==> src/rtl/motor_cmd_dispatcher.sv <==
// ============================================================================
// motor_cmd_dispatcher : 5-byte UART packet parser feeding per-channel step/dir
//                        command queues, plus an on-request status byte burst.
// Revision: 1.0
// ============================================================================
`default_nettype none

module motor_cmd_dispatcher #(
    parameter int NUM_CH  = 10,
    parameter int DIV_W   = 16,
    parameter int STEP_W  = 11,
    parameter int QDEPTH  = 2,
    parameter int TIMEOUT = 262143,
    parameter int GAP     = 4095
) (
    input  logic                     CLK,
    input  logic                     reset,
    input  logic                     rx_valid,
    input  logic [7:0]               rx_data,
    input  logic [NUM_CH-1:0]        ch_active,
    input  logic [NUM_CH-1:0]        term,
    output logic [NUM_CH-1:0]        cmd_valid,
    output logic [NUM_CH*DIV_W-1:0]  cmd_divider,
    output logic [NUM_CH*STEP_W-1:0] cmd_steps,
    output logic [NUM_CH-1:0]        cmd_dir,
    output logic [NUM_CH-1:0]        q_full,
    output logic                     tx_start,
    output logic [7:0]               tx_data,
    input  logic                     tx_busy,
    output logic [7:0]               drop_cnt
);

    localparam int ENT_W  = 1 + STEP_W + DIV_W;
    localparam int PW     = $clog2(QDEPTH);
    localparam int CW     = $clog2(QDEPTH + 1);
    localparam int TW     = $clog2(TIMEOUT + 1);
    localparam int GW     = $clog2(GAP + 1);
    localparam int NCHUNK = (NUM_CH + 4) / 5;
    localparam int NB     = 2 * NCHUNK;
    localparam int PADW   = 5 * NCHUNK;
    localparam logic [31:0] FIELD_MASK = 32'(((64'd1 << (DIV_W + STEP_W)) - 64'd1) << 4);
    localparam logic [31:0] USED_MASK  = FIELD_MASK | 32'h8000_0000;

    typedef enum logic [2:0] {P_IDLE, P_PAY0, P_PAY1, P_PAY2, P_PAY3} pstate_t;
    typedef enum logic [1:0] {S_IDLE, S_SEND, S_WAIT} sstate_t;

    pstate_t            r_pstate, w_pstate_nxt;
    logic [3:0]         r_ch;
    logic [23:0]        r_word;
    logic [TW-1:0]      r_tmo;
    logic               w_commit, w_status_req, w_ch_ok, w_drop;
    logic [31:0]        w_word;
    logic [ENT_W-1:0]   w_ent;
    logic [NUM_CH-1:0]  r_act, w_pop, w_push, w_valid, w_full;
    logic [7:0]         r_drop;

    // ---------------- packet parser ----------------
    always_comb begin
        w_pstate_nxt = r_pstate;
        w_commit     = 1'b0;
        w_status_req = 1'b0;
        if (rx_valid) begin
            case (r_pstate)
                P_IDLE: begin
                    if (rx_data[3:0] == 4'hF) w_status_req = 1'b1;
                    else                      w_pstate_nxt = P_PAY0;
                end
                P_PAY0:  w_pstate_nxt = P_PAY1;
                P_PAY1:  w_pstate_nxt = P_PAY2;
                P_PAY2:  w_pstate_nxt = P_PAY3;
                P_PAY3: begin
                    w_pstate_nxt = P_IDLE;
                    w_commit     = 1'b1;
                end
                default: w_pstate_nxt = P_IDLE;
            endcase
        end else if (r_pstate != P_IDLE && r_tmo == '0) begin
            w_pstate_nxt = P_IDLE;
        end
    end

    always_ff @(posedge CLK) begin
        if (reset) begin
            r_pstate <= P_IDLE;
            r_ch     <= '0;
            r_word   <= '0;
            r_tmo    <= '0;
        end else begin
            r_pstate <= w_pstate_nxt;
            if (rx_valid)          r_tmo <= TW'(TIMEOUT);
            else if (r_tmo != '0)  r_tmo <= r_tmo - 1'b1;
            if (rx_valid) begin
                if (r_pstate == P_IDLE) r_ch   <= rx_data[3:0];
                else                    r_word <= {rx_data, r_word[23:8]};
            end
        end
    end

    // The final payload byte is still on rx_data when the packet commits.
    assign w_word  = {rx_data, r_word};
    assign w_ent   = {w_word[31], w_word[4+DIV_W +: STEP_W], w_word[4 +: DIV_W]};
    assign w_ch_ok = (r_ch < 4'(NUM_CH));
    assign w_pop   = ch_active & ~r_act & w_valid;
    assign w_drop  = w_commit & ~(|w_push);

    // ---------------- per-channel command queues ----------------
    for (genvar c = 0; c < NUM_CH; c++) begin : g_ch
        logic [ENT_W-1:0] r_mem [QDEPTH];
        logic [PW-1:0]    r_rd, r_wr;
        logic [CW-1:0]    r_cnt;
        logic [ENT_W-1:0] w_head;

        assign w_valid[c] = (r_cnt != '0);
        assign w_full[c]  = (r_cnt == CW'(QDEPTH));
        assign w_push[c]  = w_commit & w_ch_ok & (r_ch == 4'(c)) & (~w_full[c] | w_pop[c]);
        assign w_head     = r_mem[r_rd];

        always_ff @(posedge CLK) begin
            if (w_push[c]) r_mem[r_wr] <= w_ent;
        end

        always_ff @(posedge CLK) begin
            if (reset) begin
                r_rd  <= '0;
                r_wr  <= '0;
                r_cnt <= '0;
            end else begin
                if (w_push[c]) r_wr <= r_wr + 1'b1;
                if (w_pop[c])  r_rd <= r_rd + 1'b1;
                if (w_push[c] && !w_pop[c])      r_cnt <= r_cnt + 1'b1;
                else if (!w_push[c] && w_pop[c]) r_cnt <= r_cnt - 1'b1;
            end
        end

        assign cmd_divider[c*DIV_W +: DIV_W]   = w_valid[c] ? w_head[DIV_W-1:0] : '0;
        assign cmd_steps[c*STEP_W +: STEP_W]   = w_valid[c] ? w_head[DIV_W +: STEP_W] : '0;
        assign cmd_dir[c]                      = w_valid[c] & w_head[ENT_W-1];
    end

    assign cmd_valid = w_valid;
    assign q_full    = w_full;

    always_ff @(posedge CLK) begin
        if (reset) begin
            r_act  <= '0;
            r_drop <= '0;
        end else begin
            r_act <= ch_active;
            if (w_drop && r_drop != 8'hFF) r_drop <= r_drop + 8'd1;
        end
    end

    assign drop_cnt = r_drop;

    // ---------------- status sender ----------------
    sstate_t         r_sstate, w_sstate_nxt;
    logic [2:0]      r_k, w_k_nxt, w_idx;
    logic [GW-1:0]   r_gap, w_gap_nxt;
    logic            r_tx_start, w_tx_start_nxt, w_first_half;
    logic [7:0]      r_tx_data, w_tx_data_nxt;
    logic [PADW-1:0] w_sel, w_shifted;
    logic [4:0]      w_chunk;
    logic            w_unused;

    assign w_first_half = (r_k < 3'(NCHUNK));
    assign w_idx        = w_first_half ? r_k : r_k - 3'(NCHUNK);
    assign w_sel        = w_first_half ? PADW'(w_full) : PADW'(~term);
    assign w_shifted    = w_sel >> ({5'd0, w_idx} * 8'd5);
    assign w_chunk      = w_shifted[4:0];
    assign w_unused     = ^{w_word & ~USED_MASK, w_shifted};

    always_comb begin
        w_sstate_nxt   = r_sstate;
        w_k_nxt        = r_k;
        w_gap_nxt      = r_gap;
        w_tx_start_nxt = 1'b0;
        w_tx_data_nxt  = r_tx_data;
        case (r_sstate)
            S_IDLE: begin
                if (w_status_req) begin
                    w_sstate_nxt = S_SEND;
                    w_k_nxt      = 3'd0;
                end
            end
            S_SEND: begin
                if (!tx_busy) begin
                    w_tx_start_nxt = 1'b1;
                    w_tx_data_nxt  = {r_k, w_chunk};
                    w_gap_nxt      = GW'(GAP);
                    w_sstate_nxt   = S_WAIT;
                end
            end
            S_WAIT: begin
                // The gap only counts once the transmitter has gone idle again.
                if (tx_busy)               w_gap_nxt = GW'(GAP);
                else if (r_gap != '0)      w_gap_nxt = r_gap - 1'b1;
                else if (r_k == 3'(NB - 1)) w_sstate_nxt = S_IDLE;
                else begin
                    w_sstate_nxt = S_SEND;
                    w_k_nxt      = r_k + 3'd1;
                end
            end
            default: w_sstate_nxt = S_IDLE;
        endcase
    end

    always_ff @(posedge CLK) begin
        if (reset) begin
            r_sstate   <= S_IDLE;
            r_k        <= '0;
            r_gap      <= '0;
            r_tx_start <= 1'b0;
            r_tx_data  <= '0;
        end else begin
            r_sstate   <= w_sstate_nxt;
            r_k        <= w_k_nxt;
            r_gap      <= w_gap_nxt;
            r_tx_start <= w_tx_start_nxt;
            r_tx_data  <= w_tx_data_nxt;
        end
    end

    assign tx_start = r_tx_start;
    assign tx_data  = r_tx_data;

endmodule

`default_nettype wire
==> config.mk <==
export PLATFORM = sky130hd
export DESIGN_NAME = motor_cmd_dispatcher
export DESIGN_NICKNAME = d
export VERILOG_FILES = /design/src/rtl/motor_cmd_dispatcher.sv
export SDC_FILE = /design/constraint.sdc
export NUM_CORES = 1
export LEC_CHECK = 0
export ABC_AREA = 1
export CAP_MARGIN = 5
export CORE_MARGIN = 10
export CORE_UTILIZATION = 45
export CTS_BUF_LIST = sky130_fd_sc_hd__clkbuf_4
export DETAILED_ROUTE_END_ITERATION = 8
export PLACE_DENSITY = 0.67
export SLEW_MARGIN = 40
export SYNTH_ARGS = -nofsm -noshare
export SYNTH_HDL_FRONTEND = slang
export SYNTH_SLANG_ARGS = --single-unit
export TNS_END_PERCENT = 5
==> constraint.sdc <==
create_clock -name CLK -period 5 [get_ports CLK]
set_input_delay 1.5 -clock CLK [delete_from_list [all_inputs] [get_ports CLK]]
set_output_delay 1.5 -clock CLK [all_outputs]
set_load 0.05 [all_outputs]
Yosys cells after proc, flatten, opt, wreduce, memory -nomap -nowiden --
Memory sizes are Yosys's and may differ from the RTL's. A register that Yosys moved wholly into a read port is not among the register bits. Cells that the tools add are included.
Cells by class: multiply operators 1, order comparisons 2, shifts and indexed selects 1, equal/unequal tests 35, reductions and logical operators 82, mux-type cells 109, add/sub/neg operators 45, bitwise logic cells 60
Operators with widths (count):
- $mux 16 | 10
- $mux 11 | 10
- $mux 2 | 24
- $reduce_bool 2->1 | 24
- $mux 1 | 47
- $mux 12 | 3
- $mux 18 | 2
- $and 1x1->1 | 32
- $mux 3 | 8
- $pmux 12 s2 | 1
- $eq 2x2->1 const B | 11
- $logic_and 1x1->1 | 22
- $add 1x1->1 const B | 20
- $add 2x1->2 const B | 10
- $and 10x10->10 | 2
- $logic_not 1->1 | 20
- $not 10->10 | 2
- $sub 2x1->2 const B | 10
- $logic_not 18->1 | 1
- $reduce_bool 18->1 | 1
- $sub 18x1->18 const B | 1
- $eq 4x3->1 const B | 4
- $not 1->1 | 14
- $eq 4x4->1 const B | 3
- 33 further kinds | 53
Storage, ports and cells: memories 10, input bits 32, word-level logic and storage cells 386, flip-flop bits (word level) 133, bits in writable memories 560, output and inout bits 317
Memory list:
- g_ch[0].r_mem | depth 2, width 28, read ports 1, clocked after memory_dff 1, wr ports 1, RTL line 108 | logic [ENT_W-1:0] r_mem [QDEPTH];
- g_ch[1].r_mem | depth 2, width 28, read ports 1, clocked after memory_dff 1, wr ports 1, RTL line 108
- g_ch[2].r_mem | depth 2, width 28, read ports 1, clocked after memory_dff 1, wr ports 1, RTL line 108
- g_ch[3].r_mem | depth 2, width 28, read ports 1, clocked after memory_dff 1, wr ports 1, RTL line 108
- g_ch[4].r_mem | depth 2, width 28, read ports 1, clocked after memory_dff 1, wr ports 1, RTL line 108
- g_ch[5].r_mem | depth 2, width 28, read ports 1, clocked after memory_dff 1, wr ports 1, RTL line 108
- 4 more memories

Depth between registers and ports, before layout --
Gate-level depths: netlist of run 1.
depth after elaboration 10, depth in mapped cells 13, depth with buffers taken out 12

Worst setup path before layout of run 1 --
OpenSTA, ideal clock, no wires.
path type in2reg, start point input port rx_valid, end point memory g_ch[3].r_mem[1][0] (netlist name), enable pin, arrival 3.608 ns, library setup time 0.414 ns, stages 10, setup slack 0.977 ns, cells stage by stage buf_6 nand2_2 inv_2 nand2_2 nor2_2 buf_6 nand3_2 nor3_2 inv_1 nor2_1
Between the ends: cells in the longest elaborated chain, start to end 6
RTL lines:
- start, declared | RTL line 18 | input logic rx_valid,
- $mux 1 | RTL line 62 | if (rx_valid) begin
- $and 1x1->1 (3 in a row) | RTL line 115 | assign w_push[c] = w_commit & w_ch_ok & (r_ch == 4'(c)) & (~w_full[c] | w_pop[c]);
- via w_push[3] | RTL line 54 | logic [NUM_CH-1:0] r_act, w_pop, w_push, w_valid, w_full;
- $mux 1 | RTL line 119 | if (w_push[c]) r_mem[r_wr] <= w_ent;
- $mux 1 (implied by the code) | RTL line 119
- end, declared | RTL line 108
The timed path passes the listed nets, and every way through them passes these cells.

==> results of run 1 <==
## state kept, by name, summed over array words and instances (netlist names), named ones only
signal / count
r_word: 20
g_ch.r_cnt: 20
tx_data: 8
r_gap: 12
r_tmo: 18
drop_cnt: 8
tx_start: 1
r_sstate: 2
g_ch.r_rd: 10
r_act: 10
r_k: 3
r_pstate: 3
g_ch.r_mem: 560
g_ch.r_wr: 10
r_ch: 4
## power groups by stage
stage | Combinational [mW] | Clock (mW) | Sequential [mW]
after CTS | 1.01 | 4.98 | 6.50
after floorplan | 0.614 | 0 | 6.63
after global routing | 1.12 | 5.30 | 6.51
after global placement | 0.967 | 0 | 6.62
after detailed placement | 1.00 | 0 | 6.63
final | 1.01 | 4.86 | 6.51
## final timing paths
check	startpoint	end	slack, ps	depth (start not counted)
setup / recovery	flop	cmd_divider[1]	190	4
hold / removal	g_ch[1].r_rd	g_ch[1].r_rd	470	2
setup reg to reg	g_ch[4].r_cnt[1]	g_ch[4].r_cnt[1]	2350	11
hold reg to reg	g_ch[1].r_rd	g_ch[1].r_rd	470	2
## cell type report
cell class | instances | area share
diodes | 3 | 0.000218
clock buffers | 262 | 0.0572
clock inverters | 68 | 0.0109
inverters | 162 | 0.0178
multi-input cells | 1500 | 0.198
flip-flops and latches | 699 | 0.570
well taps | 782 | 0.0285
repair buffers | 422 | 0.117
## logic make-up (layout without fill, tap and decap cells)
family	count (synthesis)	count (layout)
other	0	3
AO/OA/AOI/OAI	506	506
adder cells (fa/ha/maj)	17	17
XOR/XNOR	2	2
AND/OR/NAND/NOR	975	975
buffers and inverters	265	914
flip-flops	699	699
## layer usage
| metal | global-route usage | vias to the layer above |
|---|---|---|
| met4 | 0.0958 | 2 |
| li1 | - | 9588 |
| met1 | 0.267 | 9758 |
| met2 | 0.374 | 766 |
| met5 | 0 | - |
| met3 | 0.0615 | 133 |
## worst max-delay path: stages (launching register included)
cell	delay [ps]
dfxtp_1	510
inv_2	510
nand2_1	120
a21oi_1	300
clkdlybuf4s50_1	870
## cells in the mapped netlist
cell,instances
buf_4,1
nand3_1,38
nor2_2,3
buf_1,9
nand3_4,1
nor4_4,2
nor3b_1,1
or2_2,3
nor2_1,204
nand2_1,680
nor4_1,2
inv_2,14
or2_0,1
nor3_2,3
o22ai_1,1
o21ai_1,2
clkinv_1,2
buf_6,2
nand2_2,5
nor2_4,2
ha_1,17
nand3_2,3
nand3b_1,1
nor2_8,1
buf_2,1
edfxtp_1,560
inv_1,146
dfxtp_1,139
o211ai_1,1
a211oi_1,2
a31oi_1,8
o31ai_1,1
xnor2_1,2
nor3_1,11
nand4_1,13
and2_1,1
o21ai_0,105
clkbuf_1,90
o21a_1,2
a21oi_1,377
a311oi_1,7
## stage by stage
stage	area, µm²	hold WS (ps)	util	setup slack, ps
3_5_place_dp	32000	460	0.531	857
6_report	34400	469	0.571	191
2_1_floorplan	27300	448	-	977
3_3_place_gp	32000	453	0.531	880
4_1_cts	34400	471	0.570	133
5_1_grt	34400	496	0.570	4.38
==> results.yml, run 1 <==
status:
  status: "completed"
die:
  floorplan.core_area_mm2: 0.0602
  std_cell_rows: 90
  dieWidth_um: 267
  die_height_um: 267
  initial_utilization: 0.454
  ioPinCount: 349
  fp.dieArea_mm2: 0.0710
power:
  total_switching_power_mw: 3.11
  power.leakage_nw: 12.5
  report.power.total_mw: 12.4
  power.switching_fraction: 0.251
  p_clk_frac: 0.393
  p_int_mw: 9.27
  share_comb_of_total_power: 0.082
  irDropWorstVdd_mv: 0.190
  seq_power_share: 0.526
  pwr_density_cell_mw_per_mm2: 360
yosys:
  largest_family_of_logic_cells_by_synthesized_area: "simple AND/OR/NAND/NOR gates"
  synth_seq_cells: 699
  yosys.area_share.xor_xnor: 0.000641
  synth_fp_nets: 2513
  ys_types: 41
  synth_seq_area_share: 0.717
  post_synth_main_area_contributors: "edfxtp_1 61%, dfxtp_1 10%, nand2_1 9.3%, a21oi_1 6.9%, nor2_1 2.8%"
  ys_warn_count: 0
  avgSynthCellArea_um2: 11.1
  synth_compound_area_frac: 0.0945
  synth.cell_area_mm2: 0.0273
  netlist_instances: 2464
  synth-simple-area-share: 0.143
  synthAdderAreaFrac: 0.00778
  cell_type_with_the_highest_aggregate_area_in_the_netlist: "edfxtp_1"
  synth.mux.area_fraction: 0
  synth_largest_type_area_fraction: 0.615
finish:
  fin_nets: 3011
  mostFrequentLayoutCells: "680 x nand2_1, 560 x edfxtp_1, 377 x a21oi_1"
  filler_cell_count: 4918
  drive_above_1_share: 0.137
  most_common_cell_after_layout_fill_and_taps_aside: "nand2_1"
  area.growth.synth_to_final_pct: 25.7
  footprint_of_the_multi_input_gates_mm2: 0.00682
  register_area_mm2: 0.0196
  fin_cells: 3898
place:
  detailed_place_hpwl_um: 51900
  gpl.final_weighted_congestion: 0.839
  post_place_cells: 3565
  numPortBuffers: 348
worst_setup_path:
  cp_data_required_time_ps: 3500
  critical_path_class: "reg2out"
  arrival_time_of_data_at_the_critical_path_endpoint_ps: 3310
  end_kind: "output port"
  cp-start-kind: "flop"
  critPathMaxFanout: 28
routing:
  avgViaCountPerCell: 5.19
  highest_layer: "met5"
  postRouteWirelength_um: 81300
  post-route-drc-count: 0
  m1WireLength_um: 31500
  first_pass_iters: 5
  met3RoutedLength_um: 6500
  average_routed_wire_per_standard_cell_um: 20.9
  route.antenna.remaining_nets: 0
  detailroute.via_count: 20247
  drt_first_iter_violations: 1901
  wire_length_on_met2_um: 40700
cts:
  insertion_delay_ps: 990
  cts_made_buffers: 177
  cts-resized-gates: 0
  htree_num_levels: 4
  clock_path_buffers: 3
  clock_sinks: 699
  tritoncts_clock_tree: "done"
  postCtsHoldBufs: 0
  cts_root_buffer: "clkbuf_4"
  path_clk_slew_ps: 70
  cts.repair_timing.setup_buffer_count: 0
worst_hold_path:
  timing.hold.worst.class: "reg2reg"
timing:
  worst-slew-pin-transition_ps: 851
  clock_skew_ps: 59.1
  slew-limit-headroom: 0.433
  achievable-frequency_mhz: 208
  final_min_period_over_clock_period: 0.962
  setup_repair_after_global_routing_missed_its_margin: "false"
  period_minus_slack_ps: 4810
  finalMaxSlewViolations: 0
  final.setup.tns_ps: 0
  hold_viol: 0
  finalSetupViolCount: 0
global_routing:
  antenna_found_initial: 7
  grtUsageTotal: 0.223
  grt.overflow.total: 0
  grt_max_degree: 58
  grt_pass1_wl_um: 119000
  grt_pass1_vias: 19730
job:
  drv_cap: 0
(Power assumes the default switching activity.)
==> inputs of run 2 (changes only) <==
Settings changed: CORE_MARGIN 10 to not set, REMOVE_ABC_BUFFERS set to 1.
==> run 2 against run 1 <==
Compared with the run above: core utilization is 0.40 points higher; worst hold slack got worse by 11 ps; via count grew 0.13%; die area is 13% lower; combinational power about the same; register-to-register slack got worse by 140 ps; cell count shrank 0.82%; clock power decreased by 3%; highest routed layer unchanged.
==> results.yml, run 2 (synthesis results as in run 1) <==
status:
  status: "completed"
global_routing:
  antenna_found_initial: 7
  grtUsageTotal: 0.254
  grt_pass1_wl_um: 116000
  grt_max_degree: 58
  grt_pass1_vias: 19489
  grt.overflow.total: 0
cts:
  clock_sinks: 699
  cts_root_buffer: "clkbuf_4"
  postCtsHoldBufs: 0
  cts-resized-gates: 0
  insertion_delay_ps: 1010
  clock_path_buffers: 3
  cts_made_buffers: 172
  cts.repair_timing.setup_buffer_count: 0
  htree_num_levels: 4
  tritoncts_clock_tree: "done"
  path_clk_slew_ps: 70
place:
  gpl.final_weighted_congestion: 0.874
  pre_cts_slack_ps: 699
  detailed_place_hpwl_um: 49900
  numPortBuffers: 348
worst_setup_path:
  cpPeakStageDelay_ps: 910
  cp_data_required_time_ps: 3500
  arrival_time_of_data_at_the_critical_path_endpoint_ps: 3330
  critical_path_class: "reg2out"
  path_delay_family: "buffers and inverters"
  critPathSlowestCell: "clkdlybuf4s50_1"
  critPathMaxFanout: 28
  worstPathBufferInverterCount: 2
  end_kind: "output port"
  cp-start-kind: "flop"
  crit_chain: "inv_2 > nand2_1 > a21oi_1 > clkdlybuf4s50_1"
finish:
  largest-register: "g_ch.r_mem"
  post-route-util: 0.575
  top_registers: "g_ch.r_mem x560, g_ch.r_cnt x20, r_word x20"
  drive_above_1_share: 0.135
  area.growth.synth_to_final_pct: 25.2
  largest_register_ffs: 560
  mostFrequentLayoutCells: "680 x nand2_1, 560 x edfxtp_1, 377 x a21oi_1"
  fin_nets: 3005
  most_common_cell_after_layout_fill_and_taps_aside: "nand2_1"
routing:
  average_routed_wire_per_standard_cell_um: 20.5
  detailroute.via_count: 20273
  postRouteWirelength_um: 79100
  avgViaCountPerCell: 5.24
  first_pass_iters: 5
  route.antenna.remaining_nets: 0
  drt_first_iter_violations: 1883
  post-route-drc-count: 0
power:
  irDropWorstVdd_mv: 0.329
  power.leakage_nw: 12.4
  pwr_density_cell_mw_per_mm2: 357
  report.power.total_mw: 12.2
die:
  die_height_um: 249
  fp.dieArea_mm2: 0.0618
  dieWidth_um: 249
  std_cell_rows: 89
  initial_utilization: 0.459
  ioPinCount: 349
  floorplan.core_area_mm2: 0.0596
timing:
  finalMaxSlewViolations: 0
  achievable-frequency_mhz: 207
  setup_repair_after_global_routing_missed_its_margin: "false"
  clock_skew_ps: 55.7
  slew-limit-headroom: 0.461
  period_minus_slack_ps: 4830
  finalSetupViolCount: 0
  hold_viol: 0
  final.setup.worst_slack_ps: 167
  final_min_period_over_clock_period: 0.967
  finalHoldWorstSlack_ps: 458
  worst-slew-pin-transition_ps: 808
  final.setup.tns_ps: 0
job:
  drv_cap: 0
worst_hold_path:
  timing.hold.worst.class: "reg2reg"
-- run 2: cell count changes in the layout (fill, tap and decap cells not counted), moves of 2 or more --
cell             change
clkinv_1             -9
dfxtp_1              -4
dfxtp_2              +4
buf_2                -3
clkdlybuf4s50_1      +3
clkinvlp_4           -3
clkinv_2             -2
clkinv_4             -2
-- run 2: worst reg2reg max path, cell delays in order (launching register included) --
cell and delay, ps:
dfxtp_1 330, nor2_2 550, inv_1 260, nand2_1 220, nand2_1 90, nand3_1 220, inv_1 110, ha_1 320
a21oi_1 150, o21ai_0 150, o21ai_0 210, a21oi_1 60
-- run 2: routing by layer --
metal	GRT usage	share of wire
met1	0.330	0.40
met2	0.409	0.48
met3	0.0695	0.090
met4	0.0939	0.026
met5	0	0.00034
-- run 2: path summary, 6_finish.rpt --
kind	startpoint	endpoint	slack, ps	depth (start not counted)
hold reg to reg	g_ch[6].r_rd	flop	460	2
setup reg to reg	g_ch[5].r_cnt[0]	g_ch[5].r_cnt[1]	2210	11
hold / removal	g_ch[6].r_rd	flop	460	2
setup / recovery	flop	cmd_divider[124]	170	4
-- run 2: power by group --
group	total (mW)	leakage (nW)	switching, mW	internal, mW
combinational	0.990	4.78	0.684	0.307
sequential	6.52	6.29	0.132	6.39
clock	4.71	1.32	2.23	2.48
-- run 2: cell type report --
| class | instances | area (µm²) |
|---|---|---|
| clock inverters | 48 | 243 |
| fillers | 4859 | 25300 |
| well taps | 773 | 967 |
| inverters | 162 | 609 |
| flip-flops and latches | 699 | 19600 |
| clock buffers | 261 | 1960 |
| multi-input cells | 1500 | 6820 |
| diodes | 2 | 5.00 |
| repair buffers | 421 | 4030 |
-- run 2: stage by stage --
stage          cells  cell area [µm²]
6_report        3866            34200
3_3_place_gp    3555            32000
4_1_cts         3864            34200
2_1_floorplan   2361            26900
3_5_place_dp    3555            32000
5_1_grt         3865            34200
